<file path="src/rtl/oflow_mem_ctrl_pkg.sv">
// Shared types and constants for the bbox feature-memory controller.
package oflow_mem_ctrl_pkg;

    typedef enum logic {FILL, WAIT_SWAP} frame_state_t;
    typedef enum logic {GNT_RD, GNT_WR} grant_t;

    localparam int unsigned DEF_ADDR_WIDTH = 8;
    localparam int unsigned BANK_ROWS = 2 ** (DEF_ADDR_WIDTH - 1);

    // Active-low macro strobes for one port.
    typedef struct packed {
        logic csb;
        logic web;
        logic oeb;
    } mem_strobe_t;

    localparam mem_strobe_t STROBE_IDLE  = '{csb: 1'b1, web: 1'b1, oeb: 1'b1};
    localparam mem_strobe_t STROBE_WRITE = '{csb: 1'b0, web: 1'b0, oeb: 1'b1};
    localparam mem_strobe_t STROBE_READ  = '{csb: 1'b0, web: 1'b1, oeb: 1'b0};

    function automatic int unsigned bank_rows(input int unsigned aw);
        return 1 << (aw - 1);
    endfunction

    function automatic logic [15:0] sat_inc16(input logic [15:0] v);
        return (v == 16'hFFFF) ? v : v + 16'd1;
    endfunction

endpackage

</file>
<file path="src/rtl/oflow_mem_rr_arbiter.sv">
// Two-requester round-robin arbiter; on a conflict the side not granted last time wins.
module oflow_mem_rr_arbiter
    import oflow_mem_ctrl_pkg::*;
(
    input  logic clk,
    input  logic reset_N,
    input  logic req_wr,
    input  logic req_rd,
    output logic gnt_wr,
    output logic gnt_rd
);

    grant_t last_q;

    always_comb begin
        gnt_wr = req_wr && (!req_rd || (last_q == GNT_RD));
        gnt_rd = req_rd && !gnt_wr;
    end

    always_ff @(posedge clk or posedge reset_N) begin
        if (reset_N) begin
            last_q <= GNT_RD;
        end else if (gnt_wr) begin
            last_q <= GNT_WR;
        end else if (gnt_rd) begin
            last_q <= GNT_RD;
        end
    end

endmodule

</file>
<file path="src/rtl/oflow_mem_ctrl.sv">
// Ping-pong frame-bank controller/arbiter for the dual-port bbox feature memory.
// Optional activity counters: define OFLOW_MEM_CTRL_STATS_EN.
module oflow_mem_ctrl
    import oflow_mem_ctrl_pkg::*;
#(
    parameter int unsigned DATA_WIDTH_MEM = 284,
    parameter int unsigned ADDR_WIDTH     = 8,
    parameter int unsigned READ_LATENCY   = 1
) (
    input  logic                      clk,
    input  logic                      reset_N,
    input  logic                      wr_req,
    input  logic [DATA_WIDTH_MEM-1:0] wr_data_0,
    input  logic [DATA_WIDTH_MEM-1:0] wr_data_1,
    input  logic                      wr_single,
    input  logic                      wr_last,
    output logic                      wr_ack,
    output logic                      wr_full,
    output logic                      wr_ovf,
    input  logic                      rd_req,
    input  logic [ADDR_WIDTH-2:0]     rd_addr,
    output logic                      rd_ack,
    output logic                      rd_valid,
    output logic [DATA_WIDTH_MEM-1:0] rd_data,
    output logic                      rd_err,
    input  logic                      rd_frame_done,
    output logic [ADDR_WIDTH-1:0]     rd_row_count,
    output logic                      rd_bank_valid,
    output logic [ADDR_WIDTH-1:0]     mem_address_0,
    output logic [ADDR_WIDTH-1:0]     mem_address_1,
    output logic [DATA_WIDTH_MEM-1:0] mem_data_in_0,
    output logic [DATA_WIDTH_MEM-1:0] mem_data_in_1,
    output logic                      mem_csb_0,
    output logic                      mem_web_0,
    output logic                      mem_oeb_0,
    output logic                      mem_csb_1,
    output logic                      mem_web_1,
    output logic                      mem_oeb_1,
    input  logic [DATA_WIDTH_MEM-1:0] mem_data_out_0
`ifdef OFLOW_MEM_CTRL_STATS_EN
    ,
    output logic [15:0]               stat_wr_beats,
    output logic [15:0]               stat_rd_beats,
    output logic [15:0]               stat_conflicts
`endif
);

    localparam int unsigned RA   = ADDR_WIDTH - 1;
    localparam int unsigned ROWS = bank_rows(ADDR_WIDTH);

    frame_state_t state_q, state_d;
    logic wbank_q, done_q, bank_valid_q, ovf_q;
    logic [ADDR_WIDTH-1:0] wr_rows_q, rows_avail_q, row_next;
    logic [ADDR_WIDTH:0] wr_inc, wr_need;
    logic [READ_LATENCY:0] vpipe_q, epipe_q;
    logic wr_ok, rd_ok, gnt_wr, gnt_rd, rd_hit, swap;
    mem_strobe_t stb0_q, stb1_q;

    assign wr_inc   = wr_single ? (ADDR_WIDTH+1)'(1) : (ADDR_WIDTH+1)'(2);
    assign wr_need  = {1'b0, wr_rows_q} + wr_inc;
    assign wr_full  = wr_need > (ADDR_WIDTH+1)'(ROWS);
    assign row_next = wr_rows_q + ADDR_WIDTH'(1);
    assign rd_hit   = {1'b0, rd_addr} < rows_avail_q;

    // A full beat is still acceptable when it closes the frame; its data is dropped.
    assign wr_ok = !reset_N && (state_q == FILL) && wr_req && (!wr_full || wr_last);
    assign rd_ok = rd_req && bank_valid_q;

    oflow_mem_rr_arbiter u_arb (
        .clk     (clk),
        .reset_N (reset_N),
        .req_wr  (wr_ok),
        .req_rd  (rd_ok),
        .gnt_wr  (gnt_wr),
        .gnt_rd  (gnt_rd)
    );

    // A read granted this cycle targets the current read bank, so it blocks the swap.
    assign swap = (state_q == WAIT_SWAP) && (done_q || rd_frame_done || !bank_valid_q)
                  && (vpipe_q == '0) && !gnt_rd;

    always_comb begin
        state_d = state_q;
        unique case (state_q)
            FILL:      if (gnt_wr && wr_last) state_d = WAIT_SWAP;
            WAIT_SWAP: if (swap) state_d = FILL;
            default:   state_d = FILL;
        endcase
    end

    always_ff @(posedge clk or posedge reset_N) begin
        if (reset_N) begin
            state_q <= FILL;
        end else begin
            state_q <= state_d;
        end
    end

    always_ff @(posedge clk or posedge reset_N) begin
        if (reset_N) begin
            stb0_q        <= STROBE_IDLE;
            stb1_q        <= STROBE_IDLE;
            mem_address_0 <= '0;
            mem_address_1 <= '0;
            mem_data_in_0 <= '0;
            mem_data_in_1 <= '0;
            vpipe_q       <= '0;
            epipe_q       <= '0;
            wbank_q       <= 1'b0;
            wr_rows_q     <= '0;
            rows_avail_q  <= '0;
            bank_valid_q  <= 1'b0;
            ovf_q         <= 1'b0;
            done_q        <= 1'b0;
        end else begin
            stb0_q  <= STROBE_IDLE;
            stb1_q  <= STROBE_IDLE;
            vpipe_q <= {vpipe_q[READ_LATENCY-1:0], gnt_rd};
            epipe_q <= {epipe_q[READ_LATENCY-1:0], gnt_rd && !rd_hit};
            if (rd_frame_done) done_q <= 1'b1;
            if (gnt_wr) begin
                if (wr_full) begin
                    ovf_q <= 1'b1;
                end else begin
                    stb0_q        <= STROBE_WRITE;
                    stb1_q        <= wr_single ? STROBE_IDLE : STROBE_WRITE;
                    mem_address_0 <= {wbank_q, wr_rows_q[RA-1:0]};
                    mem_address_1 <= {wbank_q, row_next[RA-1:0]};
                    mem_data_in_0 <= wr_data_0;
                    mem_data_in_1 <= wr_data_1;
                    wr_rows_q     <= wr_rows_q + wr_inc[ADDR_WIDTH-1:0];
                end
            end else if (gnt_rd && rd_hit) begin
                stb0_q        <= STROBE_READ;
                mem_address_0 <= {~wbank_q, rd_addr};
            end
            if (swap) begin
                wbank_q      <= ~wbank_q;
                rows_avail_q <= wr_rows_q;
                wr_rows_q    <= '0;
                bank_valid_q <= 1'b1;
                ovf_q        <= 1'b0;
                done_q       <= 1'b0;
            end
        end
    end

    assign wr_ack        = gnt_wr;
    assign rd_ack        = gnt_rd;
    assign wr_ovf        = ovf_q;
    assign rd_row_count  = rows_avail_q;
    assign rd_bank_valid = bank_valid_q;
    assign rd_valid      = vpipe_q[READ_LATENCY];
    assign rd_err        = epipe_q[READ_LATENCY];
    assign rd_data       = (rd_valid && !rd_err) ? mem_data_out_0 : '0;
    assign mem_csb_0     = stb0_q.csb;
    assign mem_web_0     = stb0_q.web;
    assign mem_oeb_0     = stb0_q.oeb;
    assign mem_csb_1     = stb1_q.csb;
    assign mem_web_1     = stb1_q.web;
    assign mem_oeb_1     = stb1_q.oeb;

`ifdef OFLOW_MEM_CTRL_STATS_EN
    logic [15:0] st_wr_q, st_rd_q, st_cf_q;

    always_ff @(posedge clk or posedge reset_N) begin
        if (reset_N) begin
            st_wr_q <= '0;
            st_rd_q <= '0;
            st_cf_q <= '0;
        end else if (swap) begin
            st_wr_q <= '0;
            st_rd_q <= '0;
            st_cf_q <= '0;
        end else begin
            if (gnt_wr) st_wr_q <= sat_inc16(st_wr_q);
            if (gnt_rd) st_rd_q <= sat_inc16(st_rd_q);
            if (wr_ok && rd_ok) st_cf_q <= sat_inc16(st_cf_q);
        end
    end

    assign stat_wr_beats  = st_wr_q;
    assign stat_rd_beats  = st_rd_q;
    assign stat_conflicts = st_cf_q;
`endif

endmodule

</file>
<file path="config.mk">
export PLATFORM = sky130hd
export DESIGN_NAME = oflow_mem_ctrl
export DESIGN_NICKNAME = d
export VERILOG_FILES = /design/src/rtl/oflow_mem_ctrl_pkg.sv /design/src/rtl/oflow_mem_rr_arbiter.sv /design/src/rtl/oflow_mem_ctrl.sv
export SDC_FILE = /design/constraint.sdc
export NUM_CORES = 2
export LEC_CHECK = 0
export ABC_CLOCK_PERIOD_IN_PS = 20900
export CAP_MARGIN = 20
export CORE_AREA = 4 4 676 678
export DETAILED_ROUTE_END_ITERATION = 10
export DIE_AREA = 0 0 680 682
export DONT_BUFFER_PORTS = 1
export PLACE_DENSITY_LB_ADDON = 0.1
export SLEW_MARGIN = 10
export SYNTH_ARGS = -nofsm -noshare
export SYNTH_HDL_FRONTEND = slang
export SYNTH_SLANG_ARGS = --single-unit
</file>
<file path="constraint.sdc">
create_clock -name clk -period 20.9 [get_ports clk]
set_input_delay 1.045 -clock clk [delete_from_list [all_inputs] [get_ports clk]]
set_output_delay 1.045 -clock clk [all_outputs]
set_load 0.02 [all_outputs]
</file>
==> summary.md <==
| Metric | Value |
|---|---|
| Result of the run | complete, no violations |
| Global-route wire length before repair | 310000 µm |
| Post-synthesis to final-layout area growth | 36.3% |
| Internal power summed over all cells | 3.58 mW |
| Top library cells by usage in the layout, fill and taps aside | sky130_fd_sc_hd__dfrtp_1, sky130_fd_sc_hd__mux2_4, sky130_fd_sc_hd__and2_1, sky130_fd_sc_hd__mux2_2, sky130_fd_sc_hd__clkbuf_16 |
| Top_reg_cell synth | sky130_fd_sc_hd__dfrtp_1 |
| Sequential cell area fraction in the yosys report | 56.0% |
| DP Wirelength | 236000 µm |
| IO Pins | 1755 |
| Die Y | 682 µm |
| Number of search-and-repair iterations in the first detailed-routing pass | 4 |
| RePlAce Congestion | 0.845 |
| Post-synthesis net count | 2624 |
| CP top delay family | buffers and inverters |
| Sequential cell fraction of total power | 53.3% |
| Max Buffers Root-to-Sink | 4 |
| Clock-pin slew reported for the worst setup and hold paths after clock tree synthesis | 0.06 ns |
| Clk_lat worst skew | 0.87 ns |
| Clock Skews | 0.0751 ns |
| Inserted Clock Buffers | 99 |
| Portion of total power attributed to the clock network | 26.3% |
| DR WL/cell | 34.0 µm |
| Fraction of synthesis flops using an asynchronous set or reset pin | 100% |
| Maximum number of pins on one net before global-route repair | 121 |
| Most used cell, CP | sky130_fd_sc_hd__buf_4 |
| Part of the cycle the worst path needs | 34.6% |
| Initial core utilization | 6.09% |
| Power density over cell area | 178 mW/mm² |
| Clock sink count | 614 |
| DRC violations left | 0 |
| Worst Path Class, Setup | register to register |
| Area of all placed cells without fillers | 0.0374 mm² |
| Final standard cell utilization of the core | 8.30% |
| Post-DR vias/cell | 2.12 |
| Arrival time reported for the critical path endpoint | 7.92 ns |
| Post-Place Cell Area | 0.0340 mm² |
| Fillers | 52002 |
| Startpoint type of the worst setup path | register |
| Slew Viols, Final | 0 |
| Reg-to-reg setup timing slack | 13.68 ns |
| Count of nets left with antenna violations after detail routing | 0 |
| Buf/Inv on CP | 5 |
| Die extent in x | 680 µm |
| Overall routed net length | 267000 µm |
| Library cell contributing the largest single delay on the critical path | sky130_fd_sc_hd__buf_4 |
| Power share of the combinational group | 20.4% |
| Post CTS Setup Buffer Count | 0 |
| Max-cap violations | 0 |
| Leftover overflow at the end of global routing | 0 |
| Port bufs | 0 |
| Total of flip-flops plus latches after synthesis | 614 |
| Net switching power figure | 3.10 mW |
| GRT Util Overall | 11.0% |
| Crit Reg-Reg Endpoint | mem_data_in_0[48] |
| Post-cts gate resize count | 0 |
| Sw Ratio | 46.4% |
| Crit-path cells | ha_1 > fa_1 > nor4_1 > o31ai_2 > o31a_4 > nor2_4 > buf_4 > buf_4 > buf_4 > buf_4 > buf_4 > mux2_4 |
| Fraction of post-synthesis cell area in the top cell type by area | 55.6% |
| Core area | 0.451 mm² |
| Count of endpoints failing hold in the final timing report | 0 |
| Mapped Area | 0.0275 mm² |
| Number of core rows | 247 |
| Max frequency | 138 MHz |
| R2R Path Start | wr_rows_q[0] |
| Instance count on the critical path | 12 |
| Final critical-path required period | 7.22 ns |
| Cts-stage hold buffer count | 0 |
| Total number of vias | 16659 |
| Slew HR | 27.3% |
| Crit-path max cell delay | 0.77 ns |
| Share of cells above drive strength 1 | 42.1% |
| # nets final | 2651 |
| DIE AREA | 0.464 mm² |
| Setup crit end kind | register |
| Placement Setup Slack | 12.98 ns |
| Gate count after technology mapping | 1748 |
| Leakage power total | 13.8 nW |
| CTS HTree Levels | 3 |
| Leading area contributor after synthesis | sky130_fd_sc_hd__dfrtp_1 |
| Initial antenna violation count | 266 |
| CTS root buf | sky130_fd_sc_hd__clkbuf_16 |
| Vias in the first global route | 16681 |
| Worst setup slack after layout | 13.68 ns |
| Maximum ir drop on the vdd rail | 0.0621 mV |
| Most common cell after layout, fill and taps aside | sky130_fd_sc_hd__dfrtp_1 |
| Number of setup violations in the final report | 0 |
| Post-Syn Area per Cell | 15.7 µm² |
| Yosys synthesis warning count | 0 |
| Worst path required time | 21.60 ns |
| Worst R2R Path Depth | 12 |
| Cells taking the most area after synthesis | sky130_fd_sc_hd__dfrtp_1, sky130_fd_sc_hd__mux2_4, sky130_fd_sc_hd__and2_1 |
| Number of distinct library cells after synthesis | 51 |
| Setup TNS Final | 0 ns |
| Pin slew with the least headroom to its limit | 1.09 ns |
| Iteration-0 DRC count of the detailed router | 835 |
| Highest fanout seen on the critical path | 45 |
| RSZ-0062 raised after global routing | false |
| Worst hold path class | primary input to asynchronous set/reset pin |
| Hold slack final | 0.200 ns |
| CTS tree | yes |
| Number of synthesized flops with an enable pin | 0 |
-- power by group through the flow --
stage / registers (mW) / logic (mW) / clock network (mW)
floorplan: 2.81 / 1.15 / 0
global placement: 3.69 / 1.39 / 0
detailed placement: 3.66 / 1.41 / 0
CTS: 3.64 / 1.41 / 1.87
global route: 3.65 / 1.45 / 1.90
finish: 3.56 / 1.36 / 1.76
-- flip-flops by register name, summed over array words and instances, names as in the netlist --
register	count
mem_oeb_0	1
rd_row_count	8
state_q	1
mem_csb_0	1
mem_data_in_0	284
epipe_q	2
wr_rows_q	8
vpipe_q	2
mem_data_in_1	284
mem_csb_1	1
wbank_q	1
mem_address_0	8
done_q	1
mem_web_0	1
u_arb.last_q	1
mem_address_1	8
rd_bank_valid	1
wr_ovf	1
-- Yosys cell counts, types with 2 or more instances --
cell,n
sky130_fd_sc_hd__buf_1,2
sky130_fd_sc_hd__o21ai_0,22
sky130_fd_sc_hd__inv_1,11
sky130_fd_sc_hd__a21oi_1,6
sky130_fd_sc_hd__mux2i_1,7
sky130_fd_sc_hd__mux2_2,156
sky130_fd_sc_hd__and2_1,286
sky130_fd_sc_hd__dfrtp_1,610
sky130_fd_sc_hd__buf_6,4
sky130_fd_sc_hd__buf_2,6
sky130_fd_sc_hd__o21a_1,2
sky130_fd_sc_hd__buf_4,17
sky130_fd_sc_hd__and3_1,3
sky130_fd_sc_hd__dfstp_2,4
sky130_fd_sc_hd__nor2_1,11
sky130_fd_sc_hd__clkbuf_1,36
sky130_fd_sc_hd__o31ai_1,8
sky130_fd_sc_hd__nand2_1,28
sky130_fd_sc_hd__nor3_1,3
sky130_fd_sc_hd__buf_12,44
sky130_fd_sc_hd__nand3_1,15
sky130_fd_sc_hd__nor4_1,3
sky130_fd_sc_hd__a21o_1,2
sky130_fd_sc_hd__nand4_1,2
sky130_fd_sc_hd__a211oi_1,2
sky130_fd_sc_hd__ha_1,9
sky130_fd_sc_hd__mux2_4,416
sky130_fd_sc_hd__xnor2_1,8
sky130_fd_sc_hd__or4_1,3
-- worst max path at each step --
stage            startpoint                end  slack (ns)
2_1_floorplan       reset_N             done_q        2.67
3_3_place_gp      wr_single  mem_data_in_0[68]       12.98
3_5_place_dp      wr_single  mem_data_in_0[26]       12.98
4_1_cts        wr_rows_q[0]  mem_data_in_0[48]       13.56
5_1_grt        wr_rows_q[0]  mem_data_in_0[53]       13.38
6_report       wr_rows_q[0]  mem_data_in_0[48]       13.68
-- area by class of cell --
cell class,count,area [µm²],share of cell area [%]
antenna,52,130,0.348
clock buffer,147,2950,7.87
clock inverter,25,353,0.942
inverter,12,52.6,0.140
multi-input combinational,1012,10800,28.9
sequential,614,15400,41.1
tap,5976,7480,20.0
timing repair buffer,36,283,0.755
-- metal layers --
metal	up-vias	track usage, %	share of wire, %
li1	6162	-	-
met1	8498	11.0	34
met2	1377	20.7	53
met3	508	4.81	9.8
met4	114	2.63	3.1
met5	-	0	0.29
-- per-stage QoR --
stage | total power [mW] | std cells
global placement | 5.08 | 7650
floorplan | 3.96 | 1748
global route | 7.00 | 7853
CTS | 6.92 | 7822
detailed placement | 5.06 | 7650
finish | 6.68 | 7874
-- cell families (layout without fill, tap and decap cells) --
kind of cell | Yosys count | in the layout | synth area share (%)
other | 1 | 53 | 0.0137
buffers and inverters | 122 | 220 | 4.68
and+or+nand+nor | 362 | 362 | 7.89
muxes | 579 | 579 | 29.4
adders and majority gates | 10 | 10 | 0.483
xor gates and xnor gates | 9 | 9 | 0.355
AOI/OAI and AO/OA | 51 | 51 | 1.23
DFF | 614 | 614 | 56.0
Power figures use the tool's default switching activity.
